$ cat config.mk
export PLATFORM = sky130hd
export DESIGN_NAME = psum_requant
export DESIGN_NICKNAME = d
export VERILOG_FILES = /design/src/rtl/psum_requant_pkg.sv /design/src/rtl/psum_requant_sat_add.sv /design/src/rtl/psum_requant.sv
export SDC_FILE = /design/constraint.sdc
export NUM_CORES = 1
export LEC_CHECK = 0
export BUFFER_PORTS_ARGS = -buffer_cell sky130_fd_sc_hd__buf_2
export CORE_MARGIN = 8
export CORE_UTILIZATION = 40
export CTS_CLUSTER_SIZE = 14
export DETAILED_ROUTE_END_ITERATION = 10
export GPL_ROUTABILITY_DRIVEN = 0
export SKIP_LAST_GASP = 1
export SLEW_MARGIN = 0
export SYNTH_ARGS = -nofsm -noshare
export SYNTH_HDL_FRONTEND = slang
export SYNTH_HIERARCHICAL = 1
export SYNTH_SLANG_ARGS = --single-unit
$ cat constraint.sdc
create_clock -name clk -period 4.44 [get_ports clk]
set_input_delay 0.444 -clock clk [delete_from_list [all_inputs] [get_ports clk]]
set_output_delay 0.444 -clock clk [all_outputs]
set_load 0.01 [all_outputs]
$ cat src/rtl/psum_requant_pkg.sv
// rtl/psum_requant_pkg.sv - shared sizes, fixed-point constants and state type for psum_requant
//
// Purpose: common definitions for the partial-sum requantizer.
//   `IFDATA_SIZE   : activation width, unsigned (8,7)
//   `WDATA_SIZE    : weight width
//   `MULT_OUT_SIZE : product width, signed (8,5)
//   MULT_FRAC / ACT_FRAC / REQ_SHIFT : fraction bits of product and activation
//   state_t        : ACCUM / HOLD
// Ports: none (package).

`ifndef IFDATA_SIZE
`define IFDATA_SIZE 8
`endif
`ifndef WDATA_SIZE
`define WDATA_SIZE 8
`endif
`ifndef MULT_OUT_SIZE
`define MULT_OUT_SIZE 8
`endif

package psum_requant_pkg;

  localparam int MULT_FRAC = 5;
  localparam int ACT_FRAC  = 7;
  localparam int REQ_SHIFT = ACT_FRAC - MULT_FRAC;

  // Largest positive sum that still fits the activation after the left shift.
  localparam int CLIP_LIM  = ((1 << `IFDATA_SIZE) - 1) >> REQ_SHIFT;

  typedef enum logic {
    ACCUM = 1'b0,
    HOLD  = 1'b1
  } state_t;

endpackage

$ cat src/rtl/psum_requant_sat_add.sv
// rtl/psum_requant_sat_add.sv - combinational saturating signed adder with overflow flag
//
// Purpose: sum = clamp(a + b) to the signed WIDTH-bit range; ovf marks a clamp.
// Ports:
//   a, b : signed WIDTH-bit operands
//   sum  : saturated signed result
//   ovf  : 1 when the true sum fell outside the representable range

module psum_requant_sat_add #(
  parameter int WIDTH = 16
) (
  input  logic signed [WIDTH-1:0] a,
  input  logic signed [WIDTH-1:0] b,
  output logic signed [WIDTH-1:0] sum,
  output logic                    ovf
);

  logic signed [WIDTH:0] full;

  always_comb begin
    full = {a[WIDTH-1], a} + {b[WIDTH-1], b};
    // The extra bit disagrees with the sign bit exactly when the result overflowed.
    ovf  = full[WIDTH] ^ full[WIDTH-1];
    if (ovf) begin
      sum = full[WIDTH] ? {1'b1, {(WIDTH-1){1'b0}}} : {1'b0, {(WIDTH-1){1'b1}}};
    end else begin
      sum = full[WIDTH-1:0];
    end
  end

endmodule

$ cat src/rtl/psum_requant.sv
// rtl/psum_requant.sv - accumulate signed products, ReLU and requantize to unsigned activations
//
// Purpose: sums cfg_len signed (8,5) products per group, then emits one
// ReLU'd unsigned (8,7) activation with a saturation flag.
// Ports:
//   clk, rst             : clock, synchronous active-high reset
//   cfg_len              : terms per group, sampled on a group's first beat (0 means 1)
//   in_valid/in_ready    : product handshake; in_data is the signed product
//   out_valid/out_ready  : activation handshake; out_data, out_sat held while stalled

module psum_requant
  import psum_requant_pkg::*;
#(
  parameter int ACC_WIDTH = 16,
  parameter int LEN_WIDTH = 8
) (
  input  logic                      clk,
  input  logic                      rst,
  input  logic [LEN_WIDTH-1:0]      cfg_len,
  input  logic                      in_valid,
  output logic                      in_ready,
  input  logic [`MULT_OUT_SIZE-1:0] in_data,
  output logic                      out_valid,
  input  logic                      out_ready,
  output logic [`IFDATA_SIZE-1:0]   out_data,
  output logic                      out_sat
);

  localparam logic signed [ACC_WIDTH-1:0] CLIP_S = ACC_WIDTH'(CLIP_LIM);
  localparam logic signed [ACC_WIDTH-1:0] ZERO_S = '0;

  state_t state, state_next;

  logic [LEN_WIDTH-1:0]        count;
  logic [LEN_WIDTH-1:0]        len_q;
  logic [LEN_WIDTH-1:0]        len_eff;
  logic signed [ACC_WIDTH-1:0] acc;
  logic signed [ACC_WIDTH-1:0] ext;
  logic signed [ACC_WIDTH-1:0] add_a;
  logic signed [ACC_WIDTH-1:0] sum;
  logic                        ovf;
  logic                        sat_flag;
  logic                        sat_next;
  logic                        accept;
  logic                        first;
  logic                        last;
  logic [`IFDATA_SIZE-1:0]     q_data;
  logic                        q_clip;

  assign in_ready  = (state == ACCUM) && !rst;
  assign out_valid = (state == HOLD);
  assign accept    = in_valid && in_ready;
  assign first     = (count == '0);

  // The group length is live from cfg_len on the first beat so a one-term
  // group can finish on that same beat.
  assign len_eff = first ? ((cfg_len == '0) ? LEN_WIDTH'(1) : cfg_len) : len_q;
  assign last    = (count == len_eff - LEN_WIDTH'(1));

  assign ext   = ACC_WIDTH'($signed(in_data));
  // Adding to zero on the first beat restarts the sum and can never overflow.
  assign add_a = first ? ZERO_S : acc;

  psum_requant_sat_add #(
    .WIDTH(ACC_WIDTH)
  ) u_sat_add (
    .a  (add_a),
    .b  (ext),
    .sum(sum),
    .ovf(ovf)
  );

  assign sat_next = first ? ovf : (sat_flag | ovf);

  // ReLU, then shift up to the activation fraction with clipping at full scale.
  always_comb begin
    q_data = '0;
    q_clip = 1'b0;
    if (sum <= ZERO_S) begin
      q_data = '0;
    end else if (sum > CLIP_S) begin
      q_data = '1;
      q_clip = 1'b1;
    end else begin
      q_data = {sum[`IFDATA_SIZE-REQ_SHIFT-1:0], {REQ_SHIFT{1'b0}}};
    end
  end

  always_ff @(posedge clk) begin
    if (rst) begin
      state <= ACCUM;
    end else begin
      state <= state_next;
    end
  end

  always_comb begin
    state_next = state;
    case (state)
      ACCUM: if (accept && last) state_next = HOLD;
      HOLD:  if (out_ready)      state_next = ACCUM;
      default: state_next = ACCUM;
    endcase
  end

  always_ff @(posedge clk) begin
    if (rst) begin
      count    <= '0;
      len_q    <= '0;
      acc      <= '0;
      sat_flag <= 1'b0;
      out_data <= '0;
      out_sat  <= 1'b0;
    end else if (accept) begin
      acc      <= sum;
      sat_flag <= sat_next;
      if (first) begin
        len_q <= len_eff;
      end
      if (last) begin
        count    <= '0;
        out_data <= q_data;
        out_sat  <= q_clip | sat_next;
      end else begin
        count <= count + LEN_WIDTH'(1);
      end
    end
  end

endmodule

==> impl.org, run 1 <==
** Worst setup path
- STA classifies the critical path startpoint as a register.
- The worst setup path is of the reg2reg kind.
- Max FO, Critical Path :: 7
- Worst EP arrival :: approximately 4.4 ns
- In this run the register-to-register setup slack is about 0.21 ns.
- Required time of the critical path :: roughly 4.6 ns
- Counting cells, the worst reg-to-reg path comes to 19.
- Endpoint type of the worst setup path :: register

** Clock network
- Number of buffers added by the clock tree synthesis step :: 5
- CTS saw 42 sinks.
- The H-tree generated during clock tree synthesis spans 2 levels.
- Root cell of the clock tree :: clkbuf_8
- Clock latency of the later-clocked register in the worst-skew pair :: about 0.30 ns
- Maximum buffer depth of the clock tree :: 2
- TritonCTS built the clock tree.
- After clock tree synthesis, the clock-pin slew on the worst setup and hold paths is ~0.09 ns.
- Number of hold-repair buffers added at the cts stage :: 0

** Place
- Number of input and output port buffers inserted :: 30
- Summed over all nets, the half-perimeter wirelength after detailed placement is roughly 6.7 mm.
- Placement-stage worst setup slack :: -0.125 ns

** Synthesis
- Among all flip-flop cells after synthesis, the most frequent one is dfxtp_1.
- Summing every instance area after synthesis gives ~3500 um2.
- Sequential fraction of the synthesis area :: between 20% and 30%
- The number of nets in the synthesized netlist is 474.
- Counting flops with an async set or reset pin after synthesis yields a share of 0%.
- After synthesis the netlist holds a flip-flop and latch count of 42.
- Counting distinct cell types in the post-synthesis netlist gives between 60 and 70.
- Yosys mapped a number of flops with a built-in enable equal to 0.
- After synthesis, the mean cell area works out to 7.99 um2.
- During synthesis, Yosys emitted a total of 6 warnings.
- Instance count of the mapped netlist :: between 400 and 500

** Min path
- Class of the tightest hold or removal check :: in2reg
- Along the worst hold path, the cell count comes to 3.

** Routing
- Dividing the detail-routed via count by the number of cells gives 5.48.
- DRC errors left :: 0
- For this block, the routed nets add up to 9.06 mm of wire.
- Dividing the detail-routed wire length by the instance count gives about 16 um.
- The first routing iteration left between 150 and 200 violations.
- ANT nets after route :: 0
- The first detailed-routing pass ran for 5 iterations.
- Across all layers, the routed design uses ~3,200 vias.

** Die
- Width of the die :: between 100 and 150 um
- The initial utilization of the core area, before any placement, comes to between 40 and 50%.
- Number of top-level design ports :: 31
- Vert. Die Dim :: around 110 um
- Core region area :: about 8600 um2
- The floorplan has 34 rows.
- Total Die Area :: between 10,000 and 15,000 um2

** Layout
- Area growth from synthesis to final layout :: 15.8%
- The multi-input combinational cells in the finished layout cover a total of between 2000 and 3000 um2.
- Register Area :: 841 um2
- The number of antenna diodes in the final layout is 0.
- Proportion of layout cells with a drive suffix above 1 :: between 20% and 30%
- Final layout net count :: 512
- The filler cells instantiated in the layout total just over 800.

** Timing
- Max-Slew Margin vs Limit :: a little over half
- Sum Neg Setup Slack :: 0 ns
- Once routing completed, OpenROAD measured the worst setup slack at 0.209 ns.
- The worst path in the final design needs a cycle of roughly 4.2 ns, including I/O delays and setup.
- Pin slew with the least headroom to its limit :: about 0.68 ns
- Final worst-path cycle share :: between 90% and 100%
- The final-report max-slew violation count was 0.
- Timing would allow up to between 200 and 250 MHz.
- Maximum clock skew at final layout :: just under 0.007 ns
- Final number of setup-violating endpoints :: 0
- Final Hold Viols :: 0

** Global routing
- The via count of the first global-routing pass was ~3,100.
- Overall global routing resource usage :: around 16%
- The first global-routing pass estimated roughly 15 mm of wire.
- Overflow left after global routing :: 0
- Entering global routing, the biggest net connects 36 pins.
- The number of antenna violations at the first check in global routing came to 0.

** Power and ir drop
- The completed layout was analyzed and its total power is between 0.001 and 0.0015 W.
- For this design the static power due to leakage is around 1.6 nW.
- Power density relative to cell area :: around 280 nW/um2
- Across the VDD grid, the largest voltage drop is ~0.13 mV.

** Outcome
- Run status :: completed

** Run
- Across the run, the number of max-cap violations was 0.
-- routing by layer --
metal  global-route usage, %  vias to the layer above  wire length [um]
met4                    3.23                        0                80
li1                        -                     1611                 -
met5                       0                        -                 0
met3                    3.01                        8               405
met1                    21.4                     1479              4340
met2                    25.2                       78              4240
-- sequential cells by signal, summed over array words and instances (netlist names) --
| name | flops |
|---|---|
| out_data | 7 |
| len_q | 8 |
| out_sat | 1 |
| sat_flag | 1 |
| out_valid | 1 |
| count | 8 |
| acc | 16 |
-- cell families (layout without fill, tap and decap cells) --
family / count (synthesis) / in the layout / synth area share, %
buffers and inverters: 37 / 74 / 5.34
XOR/XNOR: 23 / 23 / 6.24
adder cells (fa/ha/maj): 35 / 35 / 11.8
AND/OR/NAND/NOR: 188 / 188 / 27.8
multiplexers: 14 / 14 / 4.76
AO/OA/AOI/OAI: 95 / 96 / 19.8
flip-flops: 42 / 42 / 24.2
-- worst max-delay path, cell delays in order (launching register included) --
cell,delay [ns]
dfxtp_1,0.33
inv_1,0.09
ha_4,0.15
nor4b_4,0.22
nand2_2,0.11
and2_1,0.17
ha_1,0.23
fa_2,0.36
a21o_2,0.25
a221oi_4,0.34
o21ai_2,0.14
nand2b_4,0.11
a41oi_2,0.21
maj3_2,0.41
nor3_4,0.22
nand3_2,0.11
buf_4,0.18
nor2_1,0.12
nor3_1,0.06
mux2_2,0.28
-- cells in the final DEF (no fill, tap or decap), types with 3 or more instances in the layout --
cell type and count:
o21a_1 4, and3_1 5, a21oi_1 26, or4_1 4
nor2_1 26, o211ai_1 3, nand3_1 12, maj3_2 5
dfxtp_1 42, nor3_1 15, inv_1 14, xor2_1 8
nand2b_1 3, nor2b_1 10, o31ai_1 3, ha_1 17
a311oi_1 3, xnor2_1 13, or3_1 3, mux2_4 4
buf_4 22, o21ai_0 26, buf_2 30, mux2i_1 6
a211oi_1 3, maj3_1 10, clkbuf_8 6, and2_1 20
nand2_1 69, mux2_2 4
-- final timing paths --
| path | from | end |
|---|---|---|
| worst max-delay path | count[1]$_SDFFE_PP0P_ | out_data[6]$_SDFFE_PP0P_ |
| worst min-delay path | cfg_len[1] | len_q[1]$_SDFFE_PP0P_ |
| worst max register to register | count[1]$_SDFFE_PP0P_ | out_data[6]$_SDFFE_PP0P_ |
| worst min register to register | acc[4]$_SDFFE_PP0P_ | acc[4]$_SDFFE_PP0P_ |
-- layout make-up --
type / instances / share of cell area, %
multi-input combinational: 356 / 63.7
sequential: 42 / 20.9
timing repair buffer: 52 / 7.85
tap: 108 / 3.36
clock buffer: 6 / 2.06
inverter: 15 / 1.40
clock inverter: 1 / 0.747
-- power by group --
group          internal, W  total (W)  leakage (nW)  switching, W
clock network     0.000180   0.000319        0.0573      0.000139
logic             0.000155   0.000370          1.25      0.000215
registers         0.000403   0.000420         0.343     0.0000161
total             0.000739    0.00111          1.65      0.000370
-- Yosys cell counts (4+ instances only) --
cell | number | share of area, %
maj3_1 | 15 | 4.3
buf_2 | 4 | 0.58
nor2_1 | 28 | 3.0
nor2b_1 | 10 | 1.8
mux2i_1 | 6 | 1.7
mux2_2 | 4 | 1.3
nand3_1 | 13 | 1.9
clkbuf_1 | 11 | 1.2
o21ai_0 | 27 | 3.9
mux2_4 | 4 | 1.7
o21a_1 | 4 | 0.87
xnor2_1 | 13 | 3.3
buf_6 | 4 | 1.3
inv_1 | 14 | 1.5
a21oi_1 | 26 | 3.8
or4_1 | 4 | 0.87
and2_1 | 20 | 3.6
ha_1 | 19 | 6.9
dfxtp_1 | 42 | 24
and3_1 | 5 | 0.90
nor3_1 | 17 | 2.5
nand2_1 | 70 | 7.6
xor2_1 | 8 | 2.0
-- per-stage QoR --
stage	cells	instance area, um2	hold slack, ns	utilization [%]
final	580	4020	0.435	47.0
after global routing	580	4020	0.430	47.0
after CTS	576	3910	0.432	45.8
after detailed placement	568	3780	0.446	44.2
after global placement	568	3780	0.442	44.2
after floorplan	434	3490	0.431	-
-- timing repair --
action,in CTS,in global routing
gates cloned,0,1
resized for setup,3,17
pin swaps,1,8
setup buffers,1,3
setup endpoints to repair,7,7
Note: power is estimated with default switching activity, not from simulation.
==> run 2, diff against run 1 <==
==> constraint.sdc (replaced) <==
create_clock -name clk -period 5.1 [get_ports clk]
set_input_delay 0.51 -clock clk [delete_from_list [all_inputs] [get_ports clk]]
set_output_delay 0.51 -clock clk [all_outputs]
set_load 0.01 [all_outputs]
==> impl.org, run 2 (same netlist as run 1, synthesis figures left out) <==
** Global routing
- After global routing the overflow that remains totals 0.
- Overall global routing resource usage :: between 10% and 20%
- The number of antenna violations at the first check in global routing was 0.
- Largest net degree at the start of global routing :: 36
- Wire length of the first global-routing pass :: 13.7 mm
- Number of global-route vias before repair :: approximately 2,900

** Layout
- 0 antenna diodes ended up in the layout.
- # fillers :: about 860
- Finished layout cell area :: 3770 um2
- Number of flip-flops under the largest register name :: 16
- Commonest non-fill, non-tap cell in the layout :: nand2_1
- Largest registers in the final layout :: acc: 16 flops, count: 8 flops, len_q: 8 flops
- Combined area of the multi-input logic cells :: between 2000 and 2500 um2
- Across the whole layout, storage elements account for about 840 um2.
- The library cells used most frequently in the layout, excluding fill and tap cells, are nand2_1, dfxtp_1, buf_2.
- Of the cells placed in the final design, the portion with a size suffix greater than 1 is roughly 17%.
- Final layout net count :: between 400 and 500
- Area growth from synthesis to final layout :: 8.84%
- Ranked by flip-flop count, first place goes to acc.

** Timing
- Sum Neg Setup Slack :: 0 ns
- Final number of setup-violating endpoints :: 0
- Final Max Tran Viols :: 0
- Final Hold Viols :: 0
- Maximum clock skew at final layout :: approximately 0.022 ns
- The worst pin sits at a relative slew slack of between 40% and 50%.
- For the pin with the worst max-slew slack, the measured transition is about 0.75 ns.
- The worst path in the final design needs a cycle of between 4 and 5 ns, including I/O delays and setup.
- Final worst-path cycle share :: 91.1%
- Max Clk Rate :: ~220 MHz
- Setup repair after global routing missed its margin :: no

** Die
- Width of the die :: around 110 um
- For this configuration, the core starts out at a cell density of roughly 40%.
- Core region area :: 8550 um2
- From bottom edge to top edge, the die measures between 100 and 150 um.
- Cell row count :: 34
- Total Die Area :: around 12,000 um2
- Number of top-level design ports :: 31

** Clock network
- Root cell of the clock tree :: clkbuf_8
- The clock passes through at most 2 buffers.
- TritonCTS created 5 clock buffers.
- Number of hold-repair buffers added at the cts stage :: 0
- CTS Sinks :: between 40 and 50
- H-tree levels :: 2
- Clock latency on the worst-skew pair, taken at its later pin, is 0.31 ns.
- Clock transition at the registers of the reported paths :: ~0.10 ns
- TritonCTS clock tree :: done

** Routing
- DRC errors left :: 0
- The detail route stage leaves a number of antenna-violating nets equal to 0.
- In the final routed layout, each cell accounts on average for 14.5 um.
- For this block, the initial DRC count from the detailed router was around 130.
- For this run, the detailed router's first-pass iteration total came to 4.
- The routed design has about 8.2 mm of wire.
- For this block, the via count after detailed routing is around 3,000.
- Using the TritonRoute via totals, the vias-per-cell ratio works out to between 5 and 6.

** Place
- After detailed placement, the total cell area comes to 3650 um2.
- In this run the tool buffered the top-level ports with 30 buffer cells.
- After legalization and detailed placement, the total HPWL measured 6.24 mm.

** Worst setup path
- Endpoint type of the worst setup path :: register
- STA puts the critical path data arrival time at roughly 4.9 ns.
- The worst setup path is launched from a register.
- Worst setup path class :: reg2reg
- Max FO, Critical Path :: 12
- Required time of the critical path :: between 5 and 6 ns

** Run
- Max capacitance violation total :: 0

** Power and ir drop
- Across the VDD grid, the largest voltage drop is between 0.1 and 0.15 mV.
- For this design the ratio of total power to cell area is about 230 nW/um2.
- Leak :: ~1.5 nW

** Min path
- Class of the tightest hold or removal check :: reg2reg

** Outcome
- The flow ran to the end, and the final reports show no timing, DRC or antenna violations.
==> run 2: cell count changes in the layout (fill, tap and decap cells not counted), moves of 2 or more <==
cell        before  now
maj3_1          10   15
clkinvlp_4       0    2
buf_4           22    7
nor2_1          26   28
ha_1            17   19
nor2_2           2    0
maj3_2           5    0
==> run 2: layout make-up <==
class                   count  area share (%)
repair buffers             37            5.37
clock buffers               5            1.82
clock inverters             3           0.630
well taps                 108            3.58
inverters                  15            1.49
multi-input cells         355            64.8
flip-flops and latches     42            22.3
==> run 2: repair_timing <==
item | CTS | global route
hold endpoints to repair | 0 | 0
gates resized for setup | 0 | 1
buffers inserted | 0 | 3
endpoints found under the setup margin | 0 | 8
==> run 2: worst max-delay path, cell delays in order (launching register included) <==
cell and delay [ns]:
dfxtp_1 0.39, inv_1 0.10, ha_1 0.21, nor4b_2 0.26
nand2_1 0.18, and2_1 0.21, ha_1 0.23, fa_1 0.40
a21o_2 0.25, a221oi_4 0.33, o21ai_2 0.13, nand2b_2 0.11
a41oi_4 0.21, buf_4 0.22, maj3_1 0.36, nor3_1 0.17
nand3_1 0.14, buf_4 0.19, nor2_1 0.09, nor3_1 0.06
mux2_2 0.29
==> run 2: power by group <==
part           internal (W)  switching, W  leakage (nW)
logic              0.000119      0.000164          1.14
clock network     0.0000980      0.000128        0.0408
registers          0.000351     0.0000153         0.343
==> run 2: worst paths after layout <==
path	endpoint	from	cells past startpoint	slack, ns
worst max-delay path	out_data[6]$_SDFFE_PP0P_	count[0]$_SDFFE_PP0P_	20	0.45
worst min-delay path	acc[8]$_SDFFE_PP0P_	acc[8]$_SDFFE_PP0P_	2	0.46
worst max register to register	out_data[6]$_SDFFE_PP0P_	count[0]$_SDFFE_PP0P_	20	0.45
worst min register to register	acc[8]$_SDFFE_PP0P_	acc[8]$_SDFFE_PP0P_	2	0.46
==> run 2: metrics by stage <==
stage | worst slack [ns] | hold WS, ns | total power (W) | std cells | utilization, %
6_report | 0.453 | 0.465 | 0.000875 | 565 | 44.1
2_1_floorplan | 0.426 | 0.431 | 0.000593 | 434 | -
5_1_grt | 0.0452 | 0.484 | 0.000930 | 565 | 44.1
4_1_cts | 0.186 | 0.462 | 0.000878 | 562 | 43.8
3_3_place_gp | 0.377 | 0.441 | 0.000648 | 554 | 42.7
3_5_place_dp | 0.211 | 0.449 | 0.000650 | 554 | 42.7
==> run 2: per-layer routing <==
| metal | vias to the layer above | track usage [%] | wire length [um] |
|---|---|---|---|
| met3 | 4 | 1.83 | 301 |
| met1 | 1430 | 19.2 | 4030 |
| met2 | 55 | 22.7 | 3750 |
| met4 | 0 | 3.81 | 86 |
| met5 | - | 0 | 0 |
| li1 | 1580 | - | - |
